## src/rtl/instr_fetch_stream.sv

```systemverilog
// Instruction fetch stage: one outstanding imem request, redirect with stale-response
// drop, and a one-entry skid buffer in front of the registered IF/ID output.
module instr_fetch_stream #(
    parameter int                ADDR_W   = 32,
    parameter int                DATA_W   = 32,
    parameter logic [ADDR_W-1:0] RESET_PC = '0
) (
    input  logic              clk,
    input  logic              reset,
    input  logic [ADDR_W-1:0] pc_branch,
    input  logic              pc_source,
    input  logic              stall,
    output logic              imem_req,
    output logic [ADDR_W-1:0] imem_addr,
    input  logic              imem_ready,
    input  logic [DATA_W-1:0] imem_rdata,
    output logic              if_valid,
    output logic [ADDR_W-1:0] if_pc,
    output logic [ADDR_W-1:0] pc_next,
    output logic [DATA_W-1:0] instruction
);

    // state   | meaning
    // S_FETCH | idle, issue a request once the output can take data
    // S_WAIT  | one request outstanding, response will be used
    // S_DROP  | one request outstanding, response is stale and discarded
    // S_HOLD  | response parked in skid buffer, waiting for stall to drop
    typedef enum logic [1:0] {
        S_FETCH = 2'd0,
        S_WAIT  = 2'd1,
        S_DROP  = 2'd2,
        S_HOLD  = 2'd3
    } state_t;

    localparam logic [ADDR_W-1:0] PC_STEP    = ADDR_W'(4);
    localparam logic [ADDR_W-1:0] ALIGN_MASK = ~ADDR_W'(3);

    state_t            state;
    logic [ADDR_W-1:0] fetch_pc;
    logic [ADDR_W-1:0] fetch_pc_inc;
    logic [ADDR_W-1:0] branch_pc;
    logic [ADDR_W-1:0] skid_pc;
    logic [DATA_W-1:0] skid_data;
    logic              can_load;

    assign fetch_pc_inc = fetch_pc + PC_STEP;
    assign branch_pc    = pc_branch & ALIGN_MASK;
    assign can_load     = !if_valid || !stall;

    // A response in S_WAIT with decode running lets the next request go out in the same cycle.
    always_comb begin
        imem_req  = 1'b0;
        imem_addr = fetch_pc;
        if (!reset && !pc_source) begin
            case (state)
                S_FETCH: imem_req = can_load;
                S_WAIT: begin
                    if (imem_ready && !stall) begin
                        imem_req  = 1'b1;
                        imem_addr = fetch_pc_inc;
                    end
                end
                default: imem_req = 1'b0;
            endcase
        end
    end

    always_ff @(posedge clk or posedge reset) begin
        if (reset) begin
            state       <= S_FETCH;
            fetch_pc    <= RESET_PC;
            if_valid    <= 1'b0;
            if_pc       <= '0;
            pc_next     <= '0;
            instruction <= '0;
            skid_pc     <= '0;
            skid_data   <= '0;
        end else if (pc_source) begin
            fetch_pc <= branch_pc;
            if_valid <= 1'b0;
            // An in-flight request that has not answered yet must be drained before refetching.
            if ((state == S_WAIT || state == S_DROP) && !imem_ready) begin
                state <= S_DROP;
            end else begin
                state <= S_FETCH;
            end
        end else begin
            case (state)
                S_FETCH: begin
                    if (!stall) begin
                        if_valid <= 1'b0;
                    end
                    if (can_load) begin
                        state <= S_WAIT;
                    end
                end
                S_WAIT: begin
                    if (imem_ready && can_load) begin
                        if_valid    <= 1'b1;
                        if_pc       <= fetch_pc;
                        pc_next     <= fetch_pc_inc;
                        instruction <= imem_rdata;
                        fetch_pc    <= fetch_pc_inc;
                        state       <= stall ? S_FETCH : S_WAIT;
                    end else if (imem_ready) begin
                        skid_pc   <= fetch_pc;
                        skid_data <= imem_rdata;
                        fetch_pc  <= fetch_pc_inc;
                        state     <= S_HOLD;
                    end else if (!stall) begin
                        if_valid <= 1'b0;
                    end
                end
                S_DROP: begin
                    if (!stall) begin
                        if_valid <= 1'b0;
                    end
                    if (imem_ready) begin
                        state <= S_FETCH;
                    end
                end
                S_HOLD: begin
                    // fetch_pc already points one word past the parked instruction.
                    if (!stall) begin
                        if_valid    <= 1'b1;
                        if_pc       <= skid_pc;
                        pc_next     <= fetch_pc;
                        instruction <= skid_data;
                        state       <= S_FETCH;
                    end
                end
                default: state <= S_FETCH;
            endcase
        end
    end

endmodule

```

## config.mk

```make
export PLATFORM = sky130hd
export DESIGN_NAME = instr_fetch_stream
export DESIGN_NICKNAME = d
export VERILOG_FILES = /design/src/rtl/instr_fetch_stream.sv
export SDC_FILE = /design/constraint.sdc
export NUM_CORES = 1
export LEC_CHECK = 0
export ABC_CLOCK_PERIOD_IN_PS = 8170
export BUFFER_PORTS_ARGS = -buffer_cell sky130_fd_sc_hd__buf_2
export CAP_MARGIN = 20
export CORE_MARGIN = 2
export CORE_UTILIZATION = 55
export DETAILED_ROUTE_END_ITERATION = 8
export PLACE_DENSITY = 0.87
export SYNTH_ARGS = -nofsm -noshare
export SYNTH_HDL_FRONTEND = slang
export SYNTH_SLANG_ARGS = --single-unit
```

## constraint.sdc

```tcl
create_clock -name clk -period 8.17 [get_ports clk]
set_input_delay 0.817 -clock clk [delete_from_list [all_inputs] [get_ports clk]]
set_output_delay 0.817 -clock clk [all_outputs]
set_load 0.01 [all_outputs]
```

# Yosys cells after proc, flatten, opt, wreduce, memory -nomap -nowiden
# Cells that the tools add are included.
totals:
  input_bits: 69
  wordCells: 76
  out_inout_bits: 130
  reg_bits: 195
classes:
  muxes: 34
  eq_ne: 10
  reduce_logical: 21
  bitwise_logic: 2
  n_addsub: 1
ops:
  columns: ["operator", "count"]
  rows:
  - ["2-to-1 mux 32 bit", 13]
  - ["one-hot mux 32 bit (2 select lines)", 3]
  - ["adder 32 x 3 -> 32 bit (second input constant)", 1]
  - ["2-to-1 mux 2 bit", 7]
  - ["AND reduction 4 bit", 3]
  - ["!= test 3 bit (second input constant)", 3]
  - ["2-to-1 mux 1 bit", 8]
  - ["!= test 4 x 3 -> 1 bit (second input constant)", 2]
  - ["one-hot mux 2 bit (4 select lines)", 1]
  - ["logical NOT 1 bit", 5]
  - ["== test 2 bit (second input constant)", 2]
  - ["logical AND 1 bit", 4]
  - ["AND reduction 2 bit", 2]
  - ["nonzero test 2 bit", 2]
  - ["one-hot mux 1 bit (3 select lines)", 1]
  - ["nonzero test 3 bit", 1]
  - ["== test 2 x 1 -> 1 bit (second input constant)", 1]
  - ["logical NOT 2 bit", 1]
  - ["logical OR 1 bit", 2]
  - ["!= test 2 x 1 -> 1 bit (second input constant)", 1]
  - ["!= test 2 bit (second input constant)", 1]
  - ["NOT 1 bit", 2]
  - ["one-hot mux 1 bit (2 select lines)", 1]
  - ["OR reduction 2 bit", 1]

# Longest topological paths before layout
# Gate-level depths: netlist (run 1).
logic_depth:
  depth_word: 6
  ltp_mapped: 10

# Worst setup path before layout (run 1)
# No wires, ideal clock.
synth_timing:
  path_kind: "input-to-output"
  from: "in reset"
  to: "out imem_req"
  setup_slack_ns: 2.087
  required_ns: 7.353
  path_stages: 2
  arrival_time_ns: 5.266
  cell_sequence: "inv_1 a41o_1"
synth_between:
  elab_chain_cells: 3
synth_lines:
  columns: ["item", "line_no", "text"]
  rows:
  - ["from (decl)", "9", "input logic reset,"]
  - ["logical NOT 1 bit (no source line)", null, null]
  - ["logical AND 1 bit", "54", "if (!reset && !pc_source) begin"]
  - ["2-to-1 mux 1 bit", "54", null]
  - ["to (decl)", "13", "output logic imem_req,"]
# Every way passes these cells.

# Worst setup path in the final report (run 1)
layout_timing:
  from: "reg state[1]"
  to: "out imem_addr[19]"
layout_between:
  elab_chain_cells: 3
layout_lines:
  columns: ["item", "line_no", "text"]
  rows:
  - ["from (decl)", "38", "state_t state;"]
  - ["from (signal assigned)", "104", "state <= stall ? S_FETCH : S_WAIT;"]
  - ["== test 2 x 1 -> 1 bit", "55", "case (state)"]
  - ["2-to-1 mux 32 bit", "55", null]
  - ["2-to-1 mux 32 bit", "54", null]
  - ["to (decl)", "14", "output logic [ADDR_W-1:0] imem_addr,"]
# Every way passes these cells.

==> reports/metrics.json, run 1 <==
{
  "timing.final.hold_violations": 0,
  "portBuffers": 190,
  "vias_in_the_first_global_route": 7204,
  "power_density_nw_per_um2": 300.3,
  "globalplace.congestion": 0.9247,
  "tritoncts": "built",
  "final_critical_path_share_of_the_clock_period_pct": 52.72,
  "timing.reg2reg.worst_path_depth": 6,
  "yosysSeqAreaShare_pct": 49.46,
  "post_cts_hold_buffer_count": 0,
  "max_freq_mhz": 232.2,
  "cts_post_setup_buffers_inserted": 0,
  "worst-path-max-fanout": 15,
  "timing.slew.headroom_pct": 34.46,
  "worst_r2r_endpoint": "skid_data[15]",
  "avgSynthCellArea_um2": 10.27,
  "ctsLongestPathBuffers": 2,
  "worstSkewPairLatency_ps": 430,
  "layout.cells.most_common_list": "buf_2, dfrtp_1, nand2_1, o21ai_0, mux2i_1",
  "critical_path_capture_point_type": "primary output",
  "worstPathArrival_ps": 3490,
  "die_h_um": 135.2,
  "final_setup_slack_of_the_worst_path_ps": 3863,
  "timing.critical_path.required_ps": 7350,
  "yosysWarningCount": 0,
  "setup_viol_count_final": 0,
  "r2r_setup_slack_ps": 4890,
  "post_synth_arst_share_pct": 100.0,
  "cts.reportedPaths.clkPinSlew_ps": 70,
  "grt_start_max_net_pins": 127,
  "drt_wl_total_mm": 22.97,
  "result_of_the_run": "finished clean",
  "gr-usage-met3_pct": 5.612,
  "ys_ff_latch": 187,
  "core.rowCount": 47,
  "start_kind": "flop",
  "synth_edf_count": 0,
  "postSynth.topFlopCell": "dfrtp_1",
  "p_total_mw": 3.290,
  "grt.met2_usage_pct": 40.19,
  "initial_utilization_pct": 56.65,
  "final-max-slew-violation-count": 0,
  "worst_hold_path_type": "reg -> reg",
  "share_comb_of_total_power_pct": 29.7,
  "floorplan.core_area_um2": 16700,
  "syn_to_final_growth_pct": 15.82,
  "numClockSinks": 187,
  "share_of_post_route_cells_with_drive_strength_above_1_pct": 28.64,
  "whs_endpoint": "if_pc[28]",
  "die-area_um2": 18270,
  "power.internal_mw": 2.138,
  "post_synth_inst_count": 921,
  "leakage_power_summed_over_all_cells_nw": 4.917,
  "grt_most_used_layer": "met2",
  "syn-cell-area_um2": 9462,
  "dp.cells": 1253,
  "timing.rr.start": "state[1]",
  "worstHoldPathCells": 2,
  "switchingPower_mw": 1.153,
  "layout_commonest_cell": "buf_2",
  "fin_crit_ps": 4307,
  "antenna_violating_nets_remaining": 0,
  "fin_nets": 1127,
  "postCtsResizedCells": 0,
  "grt_antenna_before_repair": 2,
  "vias_per_inst": 5.879,
  "criticalPathCategory": "reg -> out",
  "placement.setup.worst_slack_ps": 4349,
  "wire_per_inst_um": 17.86,
  "numCtsBuffers": 17,
  "instances_no_fill": 1286,
  "worst_pin_slew_ps": 983.1,
  "power.ir.vdd_worst_mv": 0.1662,
  "cts.root.buffer_cell": "clkbuf_16",
  "dr.pass1.iters": 5,
  "n_fill_cell": 1346,
  "register_area_um2": 4679,
  "footprint_of_the_multi_input_gates_um2": 4375,
  "detail_route.drc_violations": 0,
  "groute.layer.met1.usage_pct": 34.24,
  "io_pins": 199,
  "dr.first_iter.drc_count": 546,
  "grt_overflow": 0,
  "tns_ps": 0,
  "fin_skew_ps": 7.980,
  "power.switching_fraction_pct": 35.03,
  "cts.htree.levels": 4,
  "rsz0062_at_grt": "no",
  "power.sequential.fraction_pct": 44.6,
  "design_area_um2": 10960,
  "dieWidth_um": 135.2,
  "cell_area_after_placement_um2": 10360,
  "clock_power_share_pct": 25.7,
  "min_from": "if_pc[28]",
  "first_pass_grt_wire_length_mm": 36.80,
  "grt_util_all_layers_pct": 25.40,
  "drv.max_cap_violation_count": 0,
  "yosysUniqueCellTypes": 52,
  "vias": 7561,
  "detailed_place_hpwl_mm": 15.26
}
==> state kept, by name (all words and copies together), names as in the netlist <==
name         count
if_valid         1
pc_next         30
instruction     32
state            2
fetch_pc        30
if_pc           30
skid_data       32
skid_pc         30
==> per-stage QoR <==
stage	hold WS, ps	utilization [%]
after CTS	480.4	65.60
final	476.9	65.61
after floorplan	480.5	-
after detailed placement	464.5	62.03
after global routing	496.8	65.60
after global placement	455.6	62.03
==> routing by layer <==
layer / vias to the layer above / routed length, um
li1: 3528 / -
met1: 3652 / 9807
met2: 328 / 10640
met3: 51 / 1826
met4: 2 / 682
met5: - / 13
==> power by group through the flow <==
stage | Sequential, mW | Clock, mW | Combinational, mW
CTS | 1.47 | 0.861 | 0.990
detailed placement | 1.48 | 0 | 0.990
floorplan | 1.52 | 0 | 0.555
global route | 1.51 | 0.891 | 1.09
finish | 1.47 | 0.845 | 0.978
global placement | 1.47 | 0 | 0.953
==> cell families (layout without fill, tap and decap cells) <==
group / Yosys count / count (layout) / share of synthesized area, %
AO/OA/AOI/OAI: 154 / 154 / 9.402
XOR/XNOR: 56 / 56 / 5.184
AND/OR/NAND/NOR: 294 / 294 / 15.94
flip-flops: 187 / 187 / 49.46
other: 1 / 7 / 0.03963
buffers and inverters: 95 / 234 / 4.813
multiplexers: 128 / 128 / 14.37
adder cells (fa/ha/maj): 6 / 6 / 0.7934
==> worst max path at each step <==
stage                    from  cells past startpoint            end  slack (ps)
detailed placement  pc_source                      6  imem_addr[19]        4350
finish               state[1]                      7  imem_addr[19]        3860
global placement    pc_source                      6  imem_addr[19]        4400
global route         state[1]                      7  imem_addr[19]        3730
floorplan               reset                      2       imem_req        2090
CTS                  state[1]                      7  imem_addr[24]        3950
==> cell usage after synthesis (3+ instances only) <==
library cell / instances / area (um^2)
a31oi_1: 18 / 112.6
ha_1: 6 / 75.07
or4_1: 25 / 187.7
nor3_1: 14 / 70.07
o21ai_0: 100 / 500.5
inv_1: 4 / 15.01
xor2_1: 18 / 157.7
clkbuf_1: 45 / 168.9
buf_2: 31 / 155.2
o31ai_1: 8 / 60.06
nor4_1: 10 / 62.56
mux2_2: 63 / 709.4
nand3_1: 32 / 160.2
o211ai_1: 14 / 105.1
nand2_1: 129 / 484.2
xnor2_1: 38 / 332.8
or3_1: 11 / 68.82
buf_4: 10 / 75.07
buf_6: 3 / 33.78
nand4_1: 16 / 100.1
and4_1: 8 / 70.07
mux2i_1: 65 / 650.6
a21oi_1: 3 / 15.01
dfrtp_1: 187 / 4679
nor2_1: 28 / 105.1
==> area by class of cell <==
class | count | area share, %
Clock buffer | 19 | 4.133
Clock inverter | 13 | 1.302
Tap cell | 220 | 2.512
Timing Repair Buffer | 197 | 9.157
Multi-Input combinational cell | 644 | 39.93
Sequential cell | 187 | 42.70
Inverter | 5 | 0.2398
Antenna cell | 1 | 0.02284
==> critical path, cell delays in order, from the launching register on <==
cell and delay [ps]:
dfrtp_1 450, inv_1 120, ha_1 380, and2_1 510, nand2_1 550, or4_1 650, xnor2_1 230, buf_2 180
(Power assumes the default switching activity.)
==> run 2: changes to the inputs <==
--- a/config.mk
+++ b/config.mk
@@ -5,7 +5,7 @@
 export SDC_FILE = /design/constraint.sdc
 export NUM_CORES = 1
 export LEC_CHECK = 0
-export ABC_CLOCK_PERIOD_IN_PS = 8170
+export ABC_CLOCK_PERIOD_IN_PS = 4100
 export BUFFER_PORTS_ARGS = -buffer_cell sky130_fd_sc_hd__buf_2
 export CAP_MARGIN = 20
 export CORE_MARGIN = 2
==> constraint.sdc (replaced) <==
create_clock -name clk -period 4.1 [get_ports clk]
set_input_delay 0.41 -clock clk [delete_from_list [all_inputs] [get_ports clk]]
set_output_delay 0.41 -clock clk [all_outputs]
set_load 0.01 [all_outputs]
==> run 2 against run 1 <==
Effect of this change:
- sequential power rose by 99%
- clock skew rose by 3.1 ps
- largest power group unchanged
- critical path type unchanged
- total power rose by 99%
- global-route usage rose by 0.83 points
- hold slack got worse by 470 ps
- register-to-register slack got worse by 3900 ps
- clock-buffer cell count fell by 1
- routed wire length rose by 1.5%
==> reports/metrics.json, run 2 (synthesis gave the netlist of run 1 again) <==
{
  "result_of_the_run": "finished clean",
  "share_of_post_route_cells_with_drive_strength_above_1_pct": 28.77,
  "timing.slew.headroom_pct": 29.60,
  "io_pins": 199,
  "final-max-slew-violation-count": 0,
  "vias_in_the_first_global_route": 7488,
  "ctsLongestPathBuffers": 2,
  "core.rowCount": 47,
  "slowest_delay_ps": 560,
  "portBuffers": 190,
  "grt_start_max_net_pins": 173,
  "worst_pin_slew_ps": 1056,
  "postCtsResizedCells": 0,
  "timing.critical_path.required_ps": 3690,
  "tns_ps": 0,
  "layout_commonest_cell": "buf_2",
  "worstSkewPairLatency_ps": 430,
  "post_cts_hold_buffer_count": 0,
  "grt_util_all_layers_pct": 26.23,
  "first_pass_grt_wire_length_mm": 37.92,
  "grt_antenna_before_repair": 1,
  "design_area_um2": 11000,
  "max_freq_mhz": 284.0,
  "instances_no_fill": 1287,
  "fin_nets": 1129,
  "worstPathArrival_ps": 3110,
  "cts.reportedPaths.clkPinSlew_ps": 70,
  "insertedDiodeCount": 0,
  "die-area_um2": 18270,
  "floorplan.core_area_um2": 16700,
  "leakage_power_summed_over_all_cells_nw": 4.929,
  "layout.cells.most_common_list": "buf_2, dfrtp_1, nand2_1, o21ai_0, mux2i_1",
  "vias": 7538,
  "cts_post_setup_buffers_inserted": 0,
  "numClockSinks": 187,
  "cts.root.buffer_cell": "clkbuf_16",
  "dr.first_iter.drc_count": 539,
  "worst-path-max-fanout": 11,
  "vias_per_inst": 5.857,
  "critical_path.cell_chain": "inv_1 > ha_1 > and2_1 > nand2_1 > or4_1 > xnor2_1 > buf_2",
  "grt_overflow": 0,
  "timing.critical_path.slowest_stage_cell": "or4_1",
  "globalplace.congestion": 0.8813,
  "setup_viol_count_final": 0,
  "dieWidth_um": 135.2,
  "drv.max_cap_violation_count": 0,
  "timing.final.hold_violations": 0,
  "critical_path_capture_point_type": "primary output",
  "start_kind": "flop",
  "tritoncts": "built",
  "initial_utilization_pct": 56.65,
  "cell_area_after_placement_um2": 10410,
  "final_critical_path_share_of_the_clock_period_pct": 85.87,
  "power.ir.vdd_worst_mv": 0.3515,
  "criticalPathCategory": "reg -> out",
  "wire_per_inst_um": 18.12,
  "detail_route.drc_violations": 0,
  "dr.pass1.iters": 5,
  "timing.critical_path.max_delay_family": "simple AND/OR/NAND/NOR gates",
  "critPathBufInv": 2,
  "antenna_violating_nets_remaining": 0,
  "largestRegisters": "instruction (32), skid_data (32)",
  "power_density_nw_per_um2": 595.7,
  "fin_skew_ps": 11.13,
  "worst_hold_path_type": "in -> async",
  "fin_crit_ps": 3521,
  "numCtsBuffers": 17,
  "drt_wl_total_mm": 23.33,
  "detailed_place_hpwl_mm": 15.46,
  "die_h_um": 135.2,
  "rsz0062_at_grt": "no",
  "cts.htree.levels": 4,
  "dp.cells": 1255,
  "syn_to_final_growth_pct": 16.24
}
## run 2: cell count changes in the layout (fill, tap and decap cells not counted), moves of 2 or more
cell	delta
buf_12	+3
clkinvlp_4	+2
inv_6	-2
clkinv_2	+2
## run 2: power breakdown
group          switching (mW)  internal (mW)
Combinational            1.10          0.873
Sequential              0.427           2.49
Clock                   0.777          0.881
## run 2: worst paths after layout
| check | endpoint | cells after the start | slack [ps] | from |
|---|---|---|---|---|
| worst max-delay path | imem_addr[19] | 7 | 580 | state[1] |
| worst min-delay path | if_pc[29] | 2 | 10 | reset |
| worst max register to register | fetch_pc[25] | 6 | 960 | state[1] |
| worst min register to register | if_pc[11] | 2 | 470 | if_pc[11] |
| max in group asynchronous | skid_pc[30] | 3 | 2780 | reset |
| min in group clk | fetch_pc[11] | 3 | 190 | pc_branch[11] |
## run 2: cell type report
type	instances	area, um^2
Clock buffer	18	439.2
Clock inverter	14	150.1
Fill cell	1323	5703
Inverter	5	22.52
Multi-Input combinational cell	644	4375
Sequential cell	187	4679
Tap cell	220	275.3
Timing Repair Buffer	199	1056
## run 2: metal layers
metal	part of all wire (%)	vias up	global-route usage, %
li1	-	3517	-
met4	2.7	2	10.13
met1	43	3723	34.98
met5	0.056	-	0
met3	6.6	46	6.697
met2	48	250	41.51
## run 2: worst register-to-register path, cell delays in order, from the launching register on
cell and delay (ps):
dfrtp_1 440, inv_1 130, ha_1 390, and2_1 480
nand4_1 750, or4_1 680, a31oi_1 200
## run 2: metrics by stage
stage | util [%] | power [mW] | setup slack, ps | hold WS, ps
floorplan | - | 4.130 | -51.43 | 480.5
global placement | 62.32 | 4.827 | 1136 | 447.5
detailed placement | 62.32 | 4.943 | 1057 | 459.4
CTS | 65.85 | 6.605 | 636.0 | 5.879
global route | 65.85 | 6.970 | 432.7 | 21.58
finish | 65.85 | 6.552 | 579.4 | 10.46
==> run 3: changes to the inputs <==
--- a/config.mk
+++ b/config.mk
@@ -11,6 +11,7 @@
 export CORE_MARGIN = 2
 export CORE_UTILIZATION = 55
 export DETAILED_ROUTE_END_ITERATION = 8
+export MAX_ROUTING_LAYER = met4
 export PLACE_DENSITY = 0.87
 export SYNTH_ARGS = -nofsm -noshare
 export SYNTH_HDL_FRONTEND = slang
==> run 3 against run 2 <==
Effect of this change:
- worst setup slack lost 21 ps
- first-iteration DRC count shrank 27%
- final area grew 0.11%
- sequential power is essentially flat
- sequential share of layout area is essentially flat
- critical endpoint is now imem_addr[21]
==> reports/metrics.json, run 3 (synthesis gave the netlist of run 1 again) <==
{
  "wire_per_inst_um": 17.87,
  "ctsLongestPathBuffers": 2,
  "grt_start_max_net_pins": 188,
  "instances_no_fill": 1288,
  "vias_in_the_first_global_route": 7239,
  "numCtsBuffers": 17,
  "timing.critical_path.required_ps": 3690,
  "rsz0062_at_grt": "no",
  "first_pass_grt_wire_length_mm": 37.36,
  "share_of_post_route_cells_with_drive_strength_above_1_pct": 28.77,
  "finish.utilization_pct": 65.93,
  "clock_power_share_pct": 25.4,
  "die-area_um2": 18270,
  "tritoncts": "built",
  "globalplace.congestion": 0.8831,
  "max_freq_mhz": 282.4,
  "detailed_place_hpwl_mm": 15.23,
  "cts.root.buffer_cell": "clkbuf_16",
  "portBuffers": 190,
  "die_h_um": 135.2,
  "power.ir.vdd_worst_mv": 0.3518,
  "dr.pass1.iters": 5,
  "grt_antenna_before_repair": 1,
  "critical_path_capture_point_type": "primary output",
  "core.rowCount": 47,
  "final-max-slew-violation-count": 0,
  "cell_area_after_placement_um2": 10410,
  "power.sequential.fraction_pct": 44.6,
  "cts_post_setup_buffers_inserted": 0,
  "largestRegisters": "instruction (32), skid_data (32)",
  "cts.htree.levels": 4,
  "slowest_delay_ps": 580,
  "design_area_um2": 11010,
  "io_pins": 199,
  "timing.slew.headroom_pct": 29.69,
  "layout_commonest_cell": "buf_2",
  "fin_skew_ps": 7.400,
  "drt_wl_total_mm": 23.01,
  "dieWidth_um": 135.2,
  "critical_path.cell_chain": "inv_1 > ha_1 > and2_1 > nand2_1 > or4_1 > xnor2_1 > buf_2",
  "power_density_nw_per_um2": 594.8,
  "antenna_violating_nets_remaining": 0,
  "timing.final.hold_violations": 0,
  "grt_util_all_layers_pct": 26.77,
  "fin_nets": 1129,
  "floorplan.core_area_um2": 16700,
  "drv.max_cap_violation_count": 0,
  "tns_ps": 0,
  "detail_route.drc_violations": 0,
  "dp.cells": 1255,
  "dr.first_iter.drc_count": 393,
  "worstPathArrival_ps": 3130,
  "result_of_the_run": "finished clean",
  "timing.critical_path.slowest_stage_cell": "or4_1",
  "vias": 7529,
  "post_cts_hold_buffer_count": 0,
  "numClockSinks": 187,
  "switchingPower_mw": 2.276,
  "leakage_power_summed_over_all_cells_nw": 4.927,
  "worst-path-max-fanout": 11,
  "power.switching_fraction_pct": 34.76,
  "postCtsResizedCells": 0,
  "worst_hold_path_type": "in -> reg",
  "setup_viol_count_final": 0,
  "cts.reportedPaths.clkPinSlew_ps": 70,
  "share_comb_of_total_power_pct": 29.9,
  "final_critical_path_share_of_the_clock_period_pct": 86.38,
  "start_kind": "flop",
  "criticalPathCategory": "reg -> out",
  "worstSkewPairLatency_ps": 430,
  "syn_to_final_growth_pct": 16.37,
  "power.internal_mw": 4.273,
  "grt_overflow": 0,
  "hold-worst-slack_ps": 190.5,
  "vias_per_inst": 5.845,
  "initial_utilization_pct": 56.65,
  "fin_crit_ps": 3542,
  "worst_pin_slew_ps": 1055,
  "layout.cells.most_common_list": "buf_2, dfrtp_1, nand2_1, o21ai_0, mux2i_1"
}
## run 3: cell types whose count changed in the layout (fill, tap and decap cells not counted)
cell and change:
inv_6 -4, clkinv_4 +3, clkbuf_8 +2, clkinv_2 -1
clkinvlp_4 +1, diode_2 +1, inv_8 -1
## run 3: routing by layer
layer	vias to the layer above	share of wire (%)	track usage [%]
met3	37	6.4	5.275
li1	3529	-	-
met5	-	0	-
met2	257	48	41.77
met4	0	1.7	8.796
met1	3706	43	35.56
## run 3: final timing paths
kind | start | to | slack (ps) | depth (start not counted)
max | state[1] | imem_addr[21] | 560 | 7
min | pc_branch[8] | fetch_pc[8] | 190 | 3
max reg2reg | state[1] | fetch_pc[29] | 1010 | 6
min reg2reg | instruction[0] | instruction[0] | 480 | 2
max in group asynchronous | reset | pc_next[10] | 3000 | 3
min in group asynchronous | reset | if_valid | 270 | 3
## run 3: power by group through the flow
stage	clock (mW)	combinational (mW)	sequential, mW
2_1_floorplan	0	1.11	3.02
3_3_place_gp	0	1.91	2.91
3_5_place_dp	0	1.99	2.95
4_1_cts	1.69	1.99	2.92
5_1_grt	1.77	2.19	3.01
6_report	1.67	1.96	2.92
## run 3: area by class of cell
| class | instances | area, um^2 |
|---|---|---|
| Fill cell | 1331 | 5690 |
| Clock buffer | 20 | 466.7 |
| Antenna cell | 1 | 2.502 |
| Tap cell | 220 | 275.3 |
| Multi-Input combinational cell | 644 | 4375 |
| Inverter | 5 | 22.52 |
| Timing Repair Buffer | 199 | 1056 |
| Sequential cell | 187 | 4679 |
| Clock inverter | 12 | 132.6 |
## run 3: worst max-delay path: cells and delay by family (launching register included)
family / cells / cell delay, ps
XOR/XNOR: 1 / 210
adder cells (fa/ha/maj): 1 / 380
buffers and inverters: 2 / 300
flip-flops: 1 / 450
AND/OR/NAND/NOR: 3 / 1370
## run 3: stage by stage
step / power (mW) / setup WS, ps
after global routing: 6.971 / 371.5
after detailed placement: 4.937 / 1043
after floorplan: 4.130 / -51.43
after global placement: 4.827 / 1140
after CTS: 6.611 / 577.0
final: 6.549 / 558.4
